`src/rtl/mix_pkg.sv`:
```
// -----------------------------------------------------------------------------
// mix_pkg
// Shared definitions for the time-multiplexed 8-voice mixer controller.
//   - Default voice count and sample width, plus derived select/accumulator
//     widths at those defaults.
//   - Bit positions of the per-channel config word {mute, shift[2:0]}.
//   - Sequencer state encoding.
// -----------------------------------------------------------------------------
package mix_pkg;

   localparam int NUM_CH_DEF = 8;
   localparam int DW_DEF     = 16;

   localparam int SEL_W = $clog2(NUM_CH_DEF);
   localparam int ACC_W = DW_DEF + SEL_W;

   // Per-channel config word layout.
   localparam int CFG_W     = 4;
   localparam int MUTE_BIT  = 3;
   localparam int SHIFT_MSB = 2;
   localparam int SHIFT_LSB = 0;

   typedef enum logic [1:0] {
      IDLE  = 2'd0,
      RUN   = 2'd1,
      DRAIN = 2'd2,
      OUT   = 2'd3
   } state_t;

endpackage

```
`src/rtl/mix_gain_stage.sv`:
```
// -----------------------------------------------------------------------------
// mix_gain_stage
// Combinational per-voice gain: mute, arithmetic right shift (attenuation),
// then sign-extend to the accumulator width.
// Ports:
//   sample   in  DW        signed voice sample
//   cfg      in  CFG_W     {mute, shift[2:0]}
//   contrib  out ACC_BITS  signed contribution to the frame sum
// -----------------------------------------------------------------------------
module mix_gain_stage
   import mix_pkg::*;
#(
   parameter int DW       = DW_DEF,
   parameter int ACC_BITS = ACC_W
) (
   input  logic signed [DW-1:0]       sample,
   input  logic        [CFG_W-1:0]    cfg,
   output logic signed [ACC_BITS-1:0] contrib
);

   logic signed [DW-1:0] shifted;

   // Arithmetic shift keeps the sign, so -4000 >>> 2 gives -1000.
   assign shifted = sample >>> cfg[SHIFT_MSB:SHIFT_LSB];
   assign contrib = cfg[MUTE_BIT] ? '0 : ACC_BITS'(shifted);

endmodule

```
`src/rtl/mix_sequencer.sv`:
```
// -----------------------------------------------------------------------------
// mix_sequencer
// Time-multiplexed mixer controller. Each accepted sample_tick walks the voice
// mux through all channels, accumulates gained samples in one signed
// accumulator, limits the sum to DW bits and hands it to the codec over a
// valid/ready handshake.
// Build option: define MIXSEQ_SATURATE_EN to clamp the sum to the DW range;
// otherwise the output is the channel average (sum >>> log2(NUM_CH)).
// Ports:
//   CLOCK_50     in   system clock, rising edge
//   reset        in   asynchronous active-high reset
//   sample_tick  in   one-cycle frame strobe
//   chan_sel     out  voice mux select (data returns one cycle later)
//   chan_data    in   selected voice sample
//   cfg_we/addr/data in  per-channel config write {mute, shift[2:0]}
//   out_data     out  mixed sample, stable while out_valid
//   out_valid    out  out_data valid
//   out_ready    in   consumer accept
//   busy         out  frame in progress (state != IDLE)
//   overrun      out  sticky: a tick arrived while busy
//   overrun_clr  in   clears overrun (a simultaneous drop wins)
// -----------------------------------------------------------------------------
module mix_sequencer
   import mix_pkg::*;
#(
   parameter  int NUM_CH   = NUM_CH_DEF,
   parameter  int DW       = DW_DEF,
   localparam int SEL_BITS = $clog2(NUM_CH),
   localparam int ACC_BITS = DW + SEL_BITS
) (
   input  logic                CLOCK_50,
   input  logic                reset,
   input  logic                sample_tick,
   output logic [SEL_BITS-1:0] chan_sel,
   input  logic [DW-1:0]       chan_data,
   input  logic                cfg_we,
   input  logic [SEL_BITS-1:0] cfg_addr,
   input  logic [CFG_W-1:0]    cfg_data,
   output logic [DW-1:0]       out_data,
   output logic                out_valid,
   input  logic                out_ready,
   output logic                busy,
   output logic                overrun,
   input  logic                overrun_clr
);

   state_t state, state_nx;

   logic [CFG_W-1:0] cfg_q  [NUM_CH];
   logic [CFG_W-1:0] snap_q [NUM_CH];

   logic signed [ACC_BITS-1:0] acc, acc_sum, contrib;
   logic [SEL_BITS-1:0]        data_idx;
   logic                       take_tick, acc_en;
   logic [DW-1:0]              limited;

   assign take_tick = (state == IDLE) && sample_tick;

   // chan_data lags chan_sel by one cycle, so the sample on the bus belongs to
   // chan_sel-1. chan_sel wraps to 0 on entering DRAIN, which makes this
   // point at the last channel there as well.
   assign data_idx = chan_sel - SEL_BITS'(1);
   assign acc_en   = ((state == RUN) && (chan_sel != '0)) || (state == DRAIN);

   mix_gain_stage #(
      .DW       (DW),
      .ACC_BITS (ACC_BITS)
   ) u_gain (
      .sample  (chan_data),
      .cfg     (snap_q[data_idx]),
      .contrib (contrib)
   );

   assign acc_sum = acc + contrib;

`ifdef MIXSEQ_SATURATE_EN
   localparam logic signed [ACC_BITS-1:0] SAT_HI = {{(SEL_BITS+1){1'b0}}, {(DW-1){1'b1}}};
   localparam logic signed [ACC_BITS-1:0] SAT_LO = {{(SEL_BITS+1){1'b1}}, {(DW-1){1'b0}}};

   assign limited = (acc_sum > SAT_HI) ? {1'b0, {(DW-1){1'b1}}} :
                    (acc_sum < SAT_LO) ? {1'b1, {(DW-1){1'b0}}} :
                                         acc_sum[DW-1:0];
`else
   // Dividing by the channel count brings any sum back into DW range.
   assign limited = DW'(acc_sum >>> SEL_BITS);
`endif

   // NOTE: every output of a combinational block gets a default first, so no
   // path leaves it unassigned and no latch is inferred.
   always_comb begin
      state_nx = state;
      case (state)
         IDLE:    if (sample_tick) state_nx = RUN;
         RUN:     if (chan_sel == SEL_BITS'(NUM_CH - 1)) state_nx = DRAIN;
         DRAIN:   state_nx = OUT;
         OUT:     if (out_ready) state_nx = IDLE;
         default: state_nx = IDLE;
      endcase
   end

   assign busy      = (state != IDLE);
   assign out_valid = (state == OUT);

   // NOTE: sequential state is updated with non-blocking assignments so every
   // register samples pre-edge values regardless of statement order.
   always_ff @(posedge CLOCK_50 or posedge reset) begin
      if (reset) begin
         state    <= IDLE;
         chan_sel <= '0;
         acc      <= '0;
         out_data <= '0;
         overrun  <= 1'b0;
      end else begin
         state    <= state_nx;
         chan_sel <= '0;
         case (state)
            IDLE:  if (sample_tick) acc <= '0;
            RUN: begin
               chan_sel <= chan_sel + SEL_BITS'(1);
               if (acc_en) acc <= acc_sum;
            end
            DRAIN: begin
               acc      <= acc_sum;
               out_data <= limited;
            end
            default: ;
         endcase
         if (sample_tick && (state != IDLE)) overrun <= 1'b1;
         else if (overrun_clr)               overrun <= 1'b0;
      end
   end

   // NOTE: these are small flop arrays, not RAM; they are reset because the
   // power-on default (unmuted, shift 0) is part of the block's behaviour.
   always_ff @(posedge CLOCK_50 or posedge reset) begin
      if (reset) begin
         for (int i = 0; i < NUM_CH; i++) begin
            cfg_q[i]  <= '0;
            snap_q[i] <= '0;
         end
      end else begin
         if (cfg_we)    cfg_q[cfg_addr] <= cfg_data;
         // Snapshot reads the pre-edge config, so a same-cycle write lands
         // in the next frame.
         if (take_tick) snap_q <= cfg_q;
      end
   end

endmodule
```
`config.mk`:
```
export PLATFORM = sky130hd
export DESIGN_NAME = mix_sequencer
export DESIGN_NICKNAME = d
export VERILOG_FILES = /design/src/rtl/mix_pkg.sv /design/src/rtl/mix_gain_stage.sv /design/src/rtl/mix_sequencer.sv
export SDC_FILE = /design/constraint.sdc
export NUM_CORES = 1
export LEC_CHECK = 0
export ABC_AREA = 1
export BUFFER_PORTS_ARGS = -buffer_cell sky130_fd_sc_hd__buf_2
export CAP_MARGIN = 20
export CORE_MARGIN = 2
export CORE_UTILIZATION = 55
export CTS_CLUSTER_DIAMETER = 120
export CTS_CLUSTER_SIZE = 8
export DETAILED_ROUTE_END_ITERATION = 10
export PLACE_DENSITY = 0.77
export SYNTH_ARGS = -nofsm -noshare
export SYNTH_HDL_FRONTEND = slang
export SYNTH_SLANG_ARGS = --single-unit
```
`constraint.sdc`:
```
create_clock -name CLOCK_50 -period 5.3 [get_ports CLOCK_50]
set_input_delay 1.06 -clock CLOCK_50 [delete_from_list [all_inputs] [get_ports CLOCK_50]]
set_output_delay 1.06 -clock CLOCK_50 [all_outputs]
set_load 0.01 [all_outputs]
```
==> results of run 1 <==
layout by cell type, fill, tap and decap left out, types with 2 or more instances in the layout:
cell	count
buf_4	3
nor3_1	4
dfrtp_1	105
inv_8	2
inv_2	2
nand2_1	245
nand3b_1	2
buf_2	50
xnor2_1	5
ha_1	26
xor2_1	3
o21ai_0	59
a21o_1	2
a22o_1	2
nand2_2	4
o211ai_1	9
nor2_1	49
or2_2	2
nand3_1	90
inv_1	79
clkbuf_8	10
mux2_2	6
o21bai_1	3
a21oi_1	45
area by class of cell:
| class | instances | area [um^2] | area share [%] |
|---|---|---|---|
| multi-input combinational | 567 | 2840 | 44.0 |
| inverter | 83 | 314 | 4.87 |
| clock inverter | 6 | 85.1 | 1.32 |
| clock buffer | 10 | 138 | 2.14 |
| sequential | 105 | 2630 | 40.8 |
| tap | 136 | 170 | 2.64 |
| timing repair buffer | 53 | 273 | 4.23 |
metal layers:
layer | track usage, % | up-vias | share of wire, %
li1 | - | 2611 | -
met3 | 5.81 | 28 | 4.0
met2 | 47.2 | 97 | 52
met4 | 9.89 | 0 | 2.3
met5 | 0 | - | 0
met1 | 30.2 | 2426 | 42
sequential cells by signal, summed over array words and instances (netlist names):
name,count
cfg_q,32
snap_q,32
acc,19
out_data,16
chan_sel,3
state,2
overrun,1
through the flow:
stage          worst slack [ps]  instance area (um^2)  util (%)
5_1_grt                     811                  6440      62.1
2_1_floorplan              1480                  5890         -
4_1_cts                    1340                  6440      62.1
3_5_place_dp               1350                  6220      60.0
3_3_place_gp               1480                  6220      60.0
6_report                   1330                  6440      62.1
worst register-to-register path, stage by stage, from the launching register on:
cell and delay, ps:
dfrtp_1 370, inv_2 90, ha_1 520, inv_1 170
nand3_1 110, nand3_1 170, nand2_2 340, inv_2 170
nand2_1 110, nand3_1 60, nand3_1 120, nand2_1 70
ha_1 210, fa_1 460, a21oi_1 260, o21ai_0 230
nand3_1 150, nand3b_1 100, nand3_1 100, nand2_1 60
kinds of logic (layout without fill, tap and decap cells):
group	count (synthesis)	count (layout)	synth area share, %
AO/OA/AOI/OAI	124	124	11.5
XOR/XNOR	9	9	1.47
buffers and inverters	104	152	7.20
AND/OR/NAND/NOR	401	401	28.2
adder cells (fa/ha/maj)	27	27	5.86
multiplexers	6	6	1.15
flip-flops	105	105	44.6
final timing paths:
kind,start,end,slack [ps],cells after the start
max,chan_sel[0],acc[16],1330,19
min reg2reg,out_data[5],out_data[5],490,2
min,out_data[5],out_data[5],490,2
max in group asynchronous,reset,snap_q[10],3490,3
min in group asynchronous,reset,snap_q[29],820,2
max reg2reg,chan_sel[0],acc[16],1330,19
==> results.cfg, run 1 <==
[timing]
timing.final.crit_share_pct = 74.8
max_clock_freq_mhz = 252
timing.final.setup_violations = 0
post-route-min-period_ps = 3970
rsz0062_at_grt = false
fin_worst_skew_ps = 18.6
worst_slew_margin_rel_pct = 42.9
report.final.hold_viol_count = 0
final_max_slew_viol_count = 0
slew_at_the_pin_with_the_worst_max_slew_slack_ps = 857
timing.setup.tns_ps = 0
worst_hold_slack_ps = 490

[logic_synthesis]
post-synth-top-area-cell = dfrtp_1
ys_async_sr_fraction_pct = 100
yosys-top-cells-count = 245 x nand2_1, 105 x dfrtp_1, 90 x nand3_1, 80 x inv_1, 59 x o21ai_0
synth_area_per_cell_um2 = 7.59
yosys_warnings = 0
synth_most_common_cell = nand2_1
netlist_area_before_placement_um2 = 5890
ys_seq_elements = 105
post_synth_num_cell_types = 37
synth.net_count = 832
postSynth.topFlopCell = dfrtp_1
post_synth_inst_count = 776
netlist_top_cells_area = dfrtp_1 45%, nand2_1 16%, nand3_1 7.6%
edff_count_synth = 0
synth_top_area_share_pct = 44.6
seq_area_frac_synth_pct = 44.6

[final_layout]
drive_above_1_share_pct = 10.7
instances_no_fill = 960
antennaDiodeCount = 0
fin_nets = 875
areaGrowthSynthToFinish_pct = 9.43
fillCellCount = 965

[grt]
globalRoute.totalOverflow = 0
antenna_violations_before_repair = 0
aggregate_global_route_resource_usage_pct = 26.1
first_pass_grt_wire_length_um = 23400
grt_pass1_vias = 5026
largest_net_degree_at_the_start_of_global_routing = 70

[detailed_routing]
vias = 5162
drt_iter0_drc = 342
dr_wl_cell_um = 14.6
remaining_drc_errors = 0
detail_route.first_pass.iterations = 5
viasPerCell = 5.38
drt_antenna_net_count = 0
routed_wirelength_um = 14100

[clock_tree]
cts_setup_buffers = 0
tritoncts = built
cts.hold.buffers_added = 0
clkTransAtPathRegs_ps = 110
cts_max_path_buffers = 2
cts.sink_count = 105
ctsRootBufferMaster = clkbuf_8
clock_insertion_delay_worst_skew_ps = 400
cts_inserted_buffers = 9
number_of_h_tree_levels = 3
post_cts.resized_instances = 0

[setup_path]
dominant_delay_contributor_by_cell_family_on_the_critical_path = simple AND/OR/NAND/NOR gates
critPathMaxStageDelay_ps = 520
worst-endpoint-arrival_ps = 4260
critical_path_required_ps = 5600
cp-end-kind = register
critPathKind = reg2reg
crit_buf_inv = 3
crit_path_cell_trace = inv_2 -> ha_1 -> inv_1 -> nand3_1 -> nand3_1 -> nand2_2 -> inv_2 -> nand2_1 -> nand3_1 -> nand3_1 -> nand2_1 -> ha_1 -> fa_1 -> a21oi_1 -> o21ai_0 -> nand3_1 -> nand3b_1 -> nand3_1 -> nand2_1
critical-path-top-cell-by-count = nand3_1
slowest_stage = ha_1
critPathMaxFanout = 20
start_kind = register

[die]
die_h_um = 107
placement_rows = 37
design.die.area_um2 = 11500
die-width_um = 107
io_pins = 51
initial_core_util_pct = 56.8
core_um2 = 10400

[worst_hold_path]
hold_path_class = reg2reg

[run_status]
result_of_the_run = finished, final reports clean

[flow_run]
cap_viol_max_count = 0

[place]
placed_cells = 944
io_buffers = 50
placed_wire_length_estimate_after_detailed_placement_um = 10600
routabilityCongestion = 0.998
Power of run 1 is not shown: default switching activity piles up to over one toggle a cycle in this logic, so the estimate is an artifact.
==> run 2: changes to the inputs <==
--- a/config.mk
+++ b/config.mk
@@ -5,7 +5,7 @@
 export SDC_FILE = /design/constraint.sdc
 export NUM_CORES = 1
 export LEC_CHECK = 0
-export ABC_AREA = 1
+export ABC_AREA = 0
 export BUFFER_PORTS_ARGS = -buffer_cell sky130_fd_sc_hd__buf_2
 export CAP_MARGIN = 20
 export CORE_MARGIN = 2
@@ -13,7 +13,7 @@
 export CTS_CLUSTER_DIAMETER = 120
 export CTS_CLUSTER_SIZE = 8
 export DETAILED_ROUTE_END_ITERATION = 10
-export PLACE_DENSITY = 0.77
+export PLACE_DENSITY = 0.78
 export SYNTH_ARGS = -nofsm -noshare
 export SYNTH_HDL_FRONTEND = slang
 export SYNTH_SLANG_ARGS = --single-unit
==> constraint.sdc (replaced) <==
create_clock -name CLOCK_50 -period 3.7 [get_ports CLOCK_50]
set_input_delay 0.74 -clock CLOCK_50 [delete_from_list [all_inputs] [get_ports CLOCK_50]]
set_output_delay 0.74 -clock CLOCK_50 [all_outputs]
set_load 0.01 [all_outputs]
==> run 2 against run 1 <==
Effect of this change:
- the flow now finishes with violations (negative setup slack)
- routed wire length increased by 3.9%
- maximum frequency shrank 2.4%
- clock skew fell by 5.5 ps
- die area shrank 2.3%
==> results.cfg, run 2 <==
[run_status]
result_of_the_run = complete, but fails checks
violations = negative setup slack

[clock_tree]
number_of_h_tree_levels = 3
cts_inserted_buffers = 9
cts.sink_count = 105
clkTransAtPathRegs_ps = 110
cts_max_path_buffers = 2
tritoncts = built
clock_insertion_delay_worst_skew_ps = 390
ctsRootBufferMaster = clkbuf_8

[logic_synthesis]
netlist_top_cells_area = dfrtp_1 46%, mux2_2 15%, ha_1 5.7%
yosys-top-cells-count = 105 x dfrtp_1, 75 x mux2_2, 30 x nand2_1, 27 x mux2i_1, 26 x ha_1
post_synth_inst_count = 476
netlist_area_before_placement_um2 = 5750
post-synth-top-area-cell = dfrtp_1
synth.net_count = 532
post_synth_num_cell_types = 53
synth_most_common_cell = dfrtp_1
synth_area_per_cell_um2 = 12.1
ys_seq_elements = 105
synth_top_area_share_pct = 45.7
seq_area_frac_synth_pct = 45.7
ys_async_sr_fraction_pct = 100
yosys_warnings = 0
edff_count_synth = 0
postSynth.topFlopCell = dfrtp_1

[setup_path]
worst-endpoint-arrival_ps = 4330
crit_path_cell_trace = inv_4 -> ha_4 -> mux4_2 -> mux2i_4 -> buf_12 -> mux2i_4 -> mux2i_1 -> a22o_1 -> ha_2 -> fa_2 -> a21o_1 -> a221oi_4 -> o21ai_4 -> buf_4 -> a41oi_2 -> xnor2_2 -> mux2_2
timing.critical_path.from = chan_sel[0]
critical_path_required_ps = 3970
reg2reg_to = out_data[11]
slowest_stage = dfrtp_2
ff2ff_setup_slack_ps = -360
critPathKind = reg2reg
crit_buf_inv = 3
critPathMaxStageDelay_ps = 420
critical-path-top-cell-by-count = mux2i_4
start_kind = register
dominant_delay_contributor_by_cell_family_on_the_critical_path = multiplexers
worstReg2RegStart = chan_sel[0]
cp-end-kind = register
setup.worst_path.end = out_data[11]
crit_path_depth = 17
worst-r2r-cell-count = 17
critPathMaxFanout = 6

[grt]
grt_pass1_vias = 4547
first_pass_grt_wire_length_um = 22300
aggregate_global_route_resource_usage_pct = 25.6
largest_net_degree_at_the_start_of_global_routing = 60
globalRoute.totalOverflow = 0
antenna_violations_before_repair = 0

[final_layout]
reg.largest.list = cfg_q: 32 flops, snap_q: 32 flops, acc: 19 flops
mostFrequentLayoutCell = dfrtp_1
fin_nets = 668
antennaDiodeCount = 0
fillCellCount = 679
most-common-layout-cells = 104 x dfrtp_1, 83 x buf_4, 72 x mux2_2, 50 x buf_2, 28 x nand2_1
areaGrowthSynthToFinish_pct = 29.9
drive_above_1_share_pct = 50.1
multi_input_area_um2 = 3400
layout.cell_area.non_filler_um2 = 7470
layout.area.seq_um2 = 2630

[timing]
rsz0062_at_grt = true
report.final.hold_viol_count = 0
post-route-min-period_ps = 4060
slew_at_the_pin_with_the_worst_max_slew_slack_ps = 972
timing.final.crit_share_pct = 110
final_max_slew_viol_count = 0
fin_worst_skew_ps = 13.1
worst_slew_margin_rel_pct = 35.1
max_clock_freq_mhz = 246
timing.final.setup_violations = 27
timing.final.ws_setup_ps = -361
worst_hold_slack_ps = 481

[die]
die-width_um = 106
design.die.area_um2 = 11300
core_um2 = 10200
io_pins = 51
die_h_um = 106
placement_rows = 37
initial_core_util_pct = 56.2

[detailed_routing]
vias = 4396
remaining_drc_errors = 0
viasPerCell = 5.84
drt_iter0_drc = 221
routed_wirelength_um = 14600
drt_antenna_net_count = 0
detail_route.first_pass.iterations = 5
dr_wl_cell_um = 19.4

[place]
place_area_um2 = 6690
placed_wire_length_estimate_after_detailed_placement_um = 9750
io_buffers = 50
routabilityCongestion = 0.883

[flow_run]
cap_viol_max_count = 0

[worst_hold_path]
hold_path_class = in2async
==> run 2: cells by family after synthesis <==
kind of cell,share of synthesized area (%)
XOR/XNOR,2.92
multiplexers,24.1
adder cells (fa/ha/maj),6.01
AO/OA/AOI/OAI,11.0
AND/OR/NAND/NOR,7.36
flip-flops,45.7
buffers and inverters,2.90
==> run 2: how the worst min path moves through the flow <==
stage	endpoint	slack, ps	cells after the start
finish	snap_q[25]	480	2
global route	acc[12]	520	2
CTS	snap_q[25]	490	2
detailed placement	acc[12]	470	2
global placement	acc[14]	460	2
floorplan	acc[12]	450	2
==> run 2: area by class of cell <==
type                    instances  area share (%)
multi-input cells             336            45.5
flip-flops and latches        105            35.2
repair buffers                143            13.5
well taps                     136            2.28
clock buffers                  10            1.84
inverters                      17           0.922
clock inverters                 6           0.721
==> run 2: what timing repair did <==
| item | CTS | global route |
|---|---|---|
| setup buffers | 10 | 10 |
| endpoints found under the setup margin | 26 | 29 |
| hold buffers | 0 | 0 |
| pin swaps | 23 | 32 |
| endpoints found under the hold margin | 0 | 0 |
| gates resized for setup | 34 | 47 |
==> run 2: metal layers <==
layer,wire (um),global-route usage [%],vias to the layer above
li1,-,-,2010
met1,5840,30.7,2209
met2,7710,46.3,144
met3,695,5.15,33
met4,364,8.18,0
met5,0,0,-
==> run 2: stage by stage <==
| stage | worst slack (ps) | std cells | setup TNS, ps | utilization, % |
|---|---|---|---|---|
| floorplan | -602 | 476 | -6690 | - |
| global placement | -281 | 717 | -2790 | 65.4 |
| detailed placement | -434 | 717 | -5260 | 65.4 |
| CTS | -275 | 743 | -3900 | 70.0 |
| global route | -487 | 753 | -9330 | 73.0 |
| finish | -361 | 753 | -5880 | 73.0 |
Power of run 2 is left out for the same reason.
==> run 3: changes to the inputs <==
--- a/config.mk
+++ b/config.mk
@@ -6,7 +6,7 @@
 export NUM_CORES = 1
 export LEC_CHECK = 0
 export ABC_AREA = 0
-export BUFFER_PORTS_ARGS = -buffer_cell sky130_fd_sc_hd__buf_2
+export BUFFER_PORTS_ARGS = -buffer_cell sky130_fd_sc_hd__buf_4
 export CAP_MARGIN = 20
 export CORE_MARGIN = 2
 export CORE_UTILIZATION = 55
==> constraint.sdc (replaced) <==
create_clock -name CLOCK_50 -period 3.75 [get_ports CLOCK_50]
set_input_delay 0.75 -clock CLOCK_50 [delete_from_list [all_inputs] [get_ports CLOCK_50]]
set_output_delay 0.75 -clock CLOCK_50 [all_outputs]
set_load 0.01 [all_outputs]
==> run 3 against run 2 <==
Effect of this change:
- highest routed layer unchanged
- critical path depth is the same
- die area unchanged
- global-route usage fell by 0.87 points
- register-to-register slack gained 30 ps
- hold slack got worse by 53 ps
- via count rose by 0.14%
- worst setup slack better by 28 ps
- utilization grew 1.1 points
- sequential cell count unchanged
- final area increased by 1.5%
- the flow still finishes with violations (negative setup slack)
- maximum frequency decreased by 0.54%
==> results.cfg, run 3 (synthesis results as in run 2) <==
[clock_tree]
cts_inserted_buffers = 9
clkTransAtPathRegs_ps = 100
ctsRootBufferMaster = clkbuf_8
cts.sink_count = 105
cts_max_path_buffers = 2
clock_insertion_delay_worst_skew_ps = 390
number_of_h_tree_levels = 3
tritoncts = built

[setup_path]
ff2ff_setup_slack_ps = -330
critPathKind = reg2reg
reg2reg_to = acc[18]
start_kind = register
worstReg2RegStart = chan_sel[0]
worst-r2r-cell-count = 17
critical_path_required_ps = 4050
worst-endpoint-arrival_ps = 4380
cp-end-kind = register
critPathMaxFanout = 5

[timing]
max_clock_freq_mhz = 245
slew_at_the_pin_with_the_worst_max_slew_slack_ps = 907
fin_worst_skew_ps = 21.1
timing.final.setup_violations = 25
rsz0062_at_grt = true
report.final.hold_viol_count = 0
worst_slew_margin_rel_pct = 39.4
timing.final.ws_setup_ps = -333
final_max_slew_viol_count = 0
timing.final.crit_share_pct = 109
post-route-min-period_ps = 4080
worst_hold_slack_ps = 428

[detailed_routing]
detail_route.first_pass.iterations = 4
remaining_drc_errors = 0
m1WireLength_um = 5610
met3_length_um = 611
topRoutingLayerUsed = met4
vias = 4402
drt_iter0_drc = 256
routed_wirelength_um = 14100
drt_antenna_net_count = 0
dr_wl_cell_um = 18.8
detailroute.wirelength.met2_um = 7460
viasPerCell = 5.89

[place]
placed_cells = 713
io_buffers = 50
routabilityCongestion = 0.905
placed_wire_length_estimate_after_detailed_placement_um = 9580

[grt]
grt_pass1_vias = 4485
largest_net_degree_at_the_start_of_global_routing = 61
globalRoute.totalOverflow = 0
first_pass_grt_wire_length_um = 21800
antenna_violations_before_repair = 0
aggregate_global_route_resource_usage_pct = 24.8

[run_status]
result_of_the_run = complete, but fails checks
violations = negative setup slack

[final_layout]
drive_above_1_share_pct = 49.1
fin_nets = 664
post-route-util_pct = 74.0
areaGrowthSynthToFinish_pct = 31.8
antennaDiodeCount = 0
reg.largest.list = cfg_q: 32 flops, snap_q: 32 flops, acc: 19 flops
instances_no_fill = 747
most-common-layout-cells = 128 x buf_4, 104 x dfrtp_1, 75 x mux2_2, 29 x nand2_1, 19 x a22o_1
mostFrequentLayoutCell = buf_4

[die]
die-width_um = 106
placement_rows = 37
initial_core_util_pct = 56.2
io_pins = 51
die_h_um = 106
core_um2 = 10200
design.die.area_um2 = 11300

[worst_hold_path]
hold_path_class = in2async

[flow_run]
cap_viol_max_count = 0
## run 3: cell count changes in the layout (fill, tap and decap cells not counted), moves of 3 or more
cell and change:
buf_2 -50, buf_4 +45, mux2i_1 -6, buf_6 -4, mux2_2 +3, mux2_4 -3, mux2i_2 +3, mux2i_4 +3
xnor2_1 +3, xnor2_2 -3
## run 3: repair_timing
action / 4_1_cts / 5_1_grt
cloned: 0 / 1
buffers inserted: 1 / 18
setup endpoints to repair: 25 / 28
resized for setup: 17 / 55
hold buffers: 0 / 0
pin swaps: 4 / 9
endpoints found under the hold margin: 0 / 0
## run 3: how the worst max path moves through the flow
stage | cells past startpoint | slack, ps | startpoint | endpoint
floorplan | 19 | -550 | chan_sel[0] | out_data[15]
global placement | 15 | -230 | chan_sel[0] | out_data[11]
detailed placement | 15 | -360 | chan_sel[0] | out_data[11]
CTS | 16 | -240 | chan_sel[0] | out_data[15]
global route | 19 | -520 | chan_sel[0] | out_data[15]
finish | 17 | -330 | chan_sel[0] | acc[18]
## run 3: per-stage QoR
stage | cell area (um^2) | TNS [ps] | setup slack [ps]
final | 7580 | -4800 | -333
after global routing | 7580 | -8860 | -520
after CTS | 7110 | -3270 | -242
after detailed placement | 6820 | -4910 | -361
after global placement | 6820 | -2450 | -233
after floorplan | 5820 | -5690 | -552
## run 3: worst max-delay path, stage by stage (launching register included)
cell and delay [ps]:
dfrtp_2 440, inv_4 50, ha_4 280, mux4_2 320, mux2i_4 220, buf_12 170
buf_8 160, mux2i_4 270, mux2i_2 110, a22o_1 260, ha_1 300, a211o_1 300
a21oi_1 260, o21ai_4 140, a21oi_2 220, xor2_2 210, a21oi_1 90, o22ai_1 170
## run 3: area by class of cell
class,count,area (um^2)
Timing Repair Buffer,139,1140
Multi-Input combinational cell,336,3380
Clock buffer,9,124
Fill cell,662,2660
Sequential cell,105,2630
Inverter,17,68.8
Clock inverter,5,63.8
Tap cell,136,170
## run 3: layer usage
metal	vias to the layer above	global-route usage (%)
li1	2017	-
met1	2216	31.2
met4	0	10.1
met3	33	3.80
met5	-	0
met2	136	42.7
Power of run 3 is left out for the same reason.
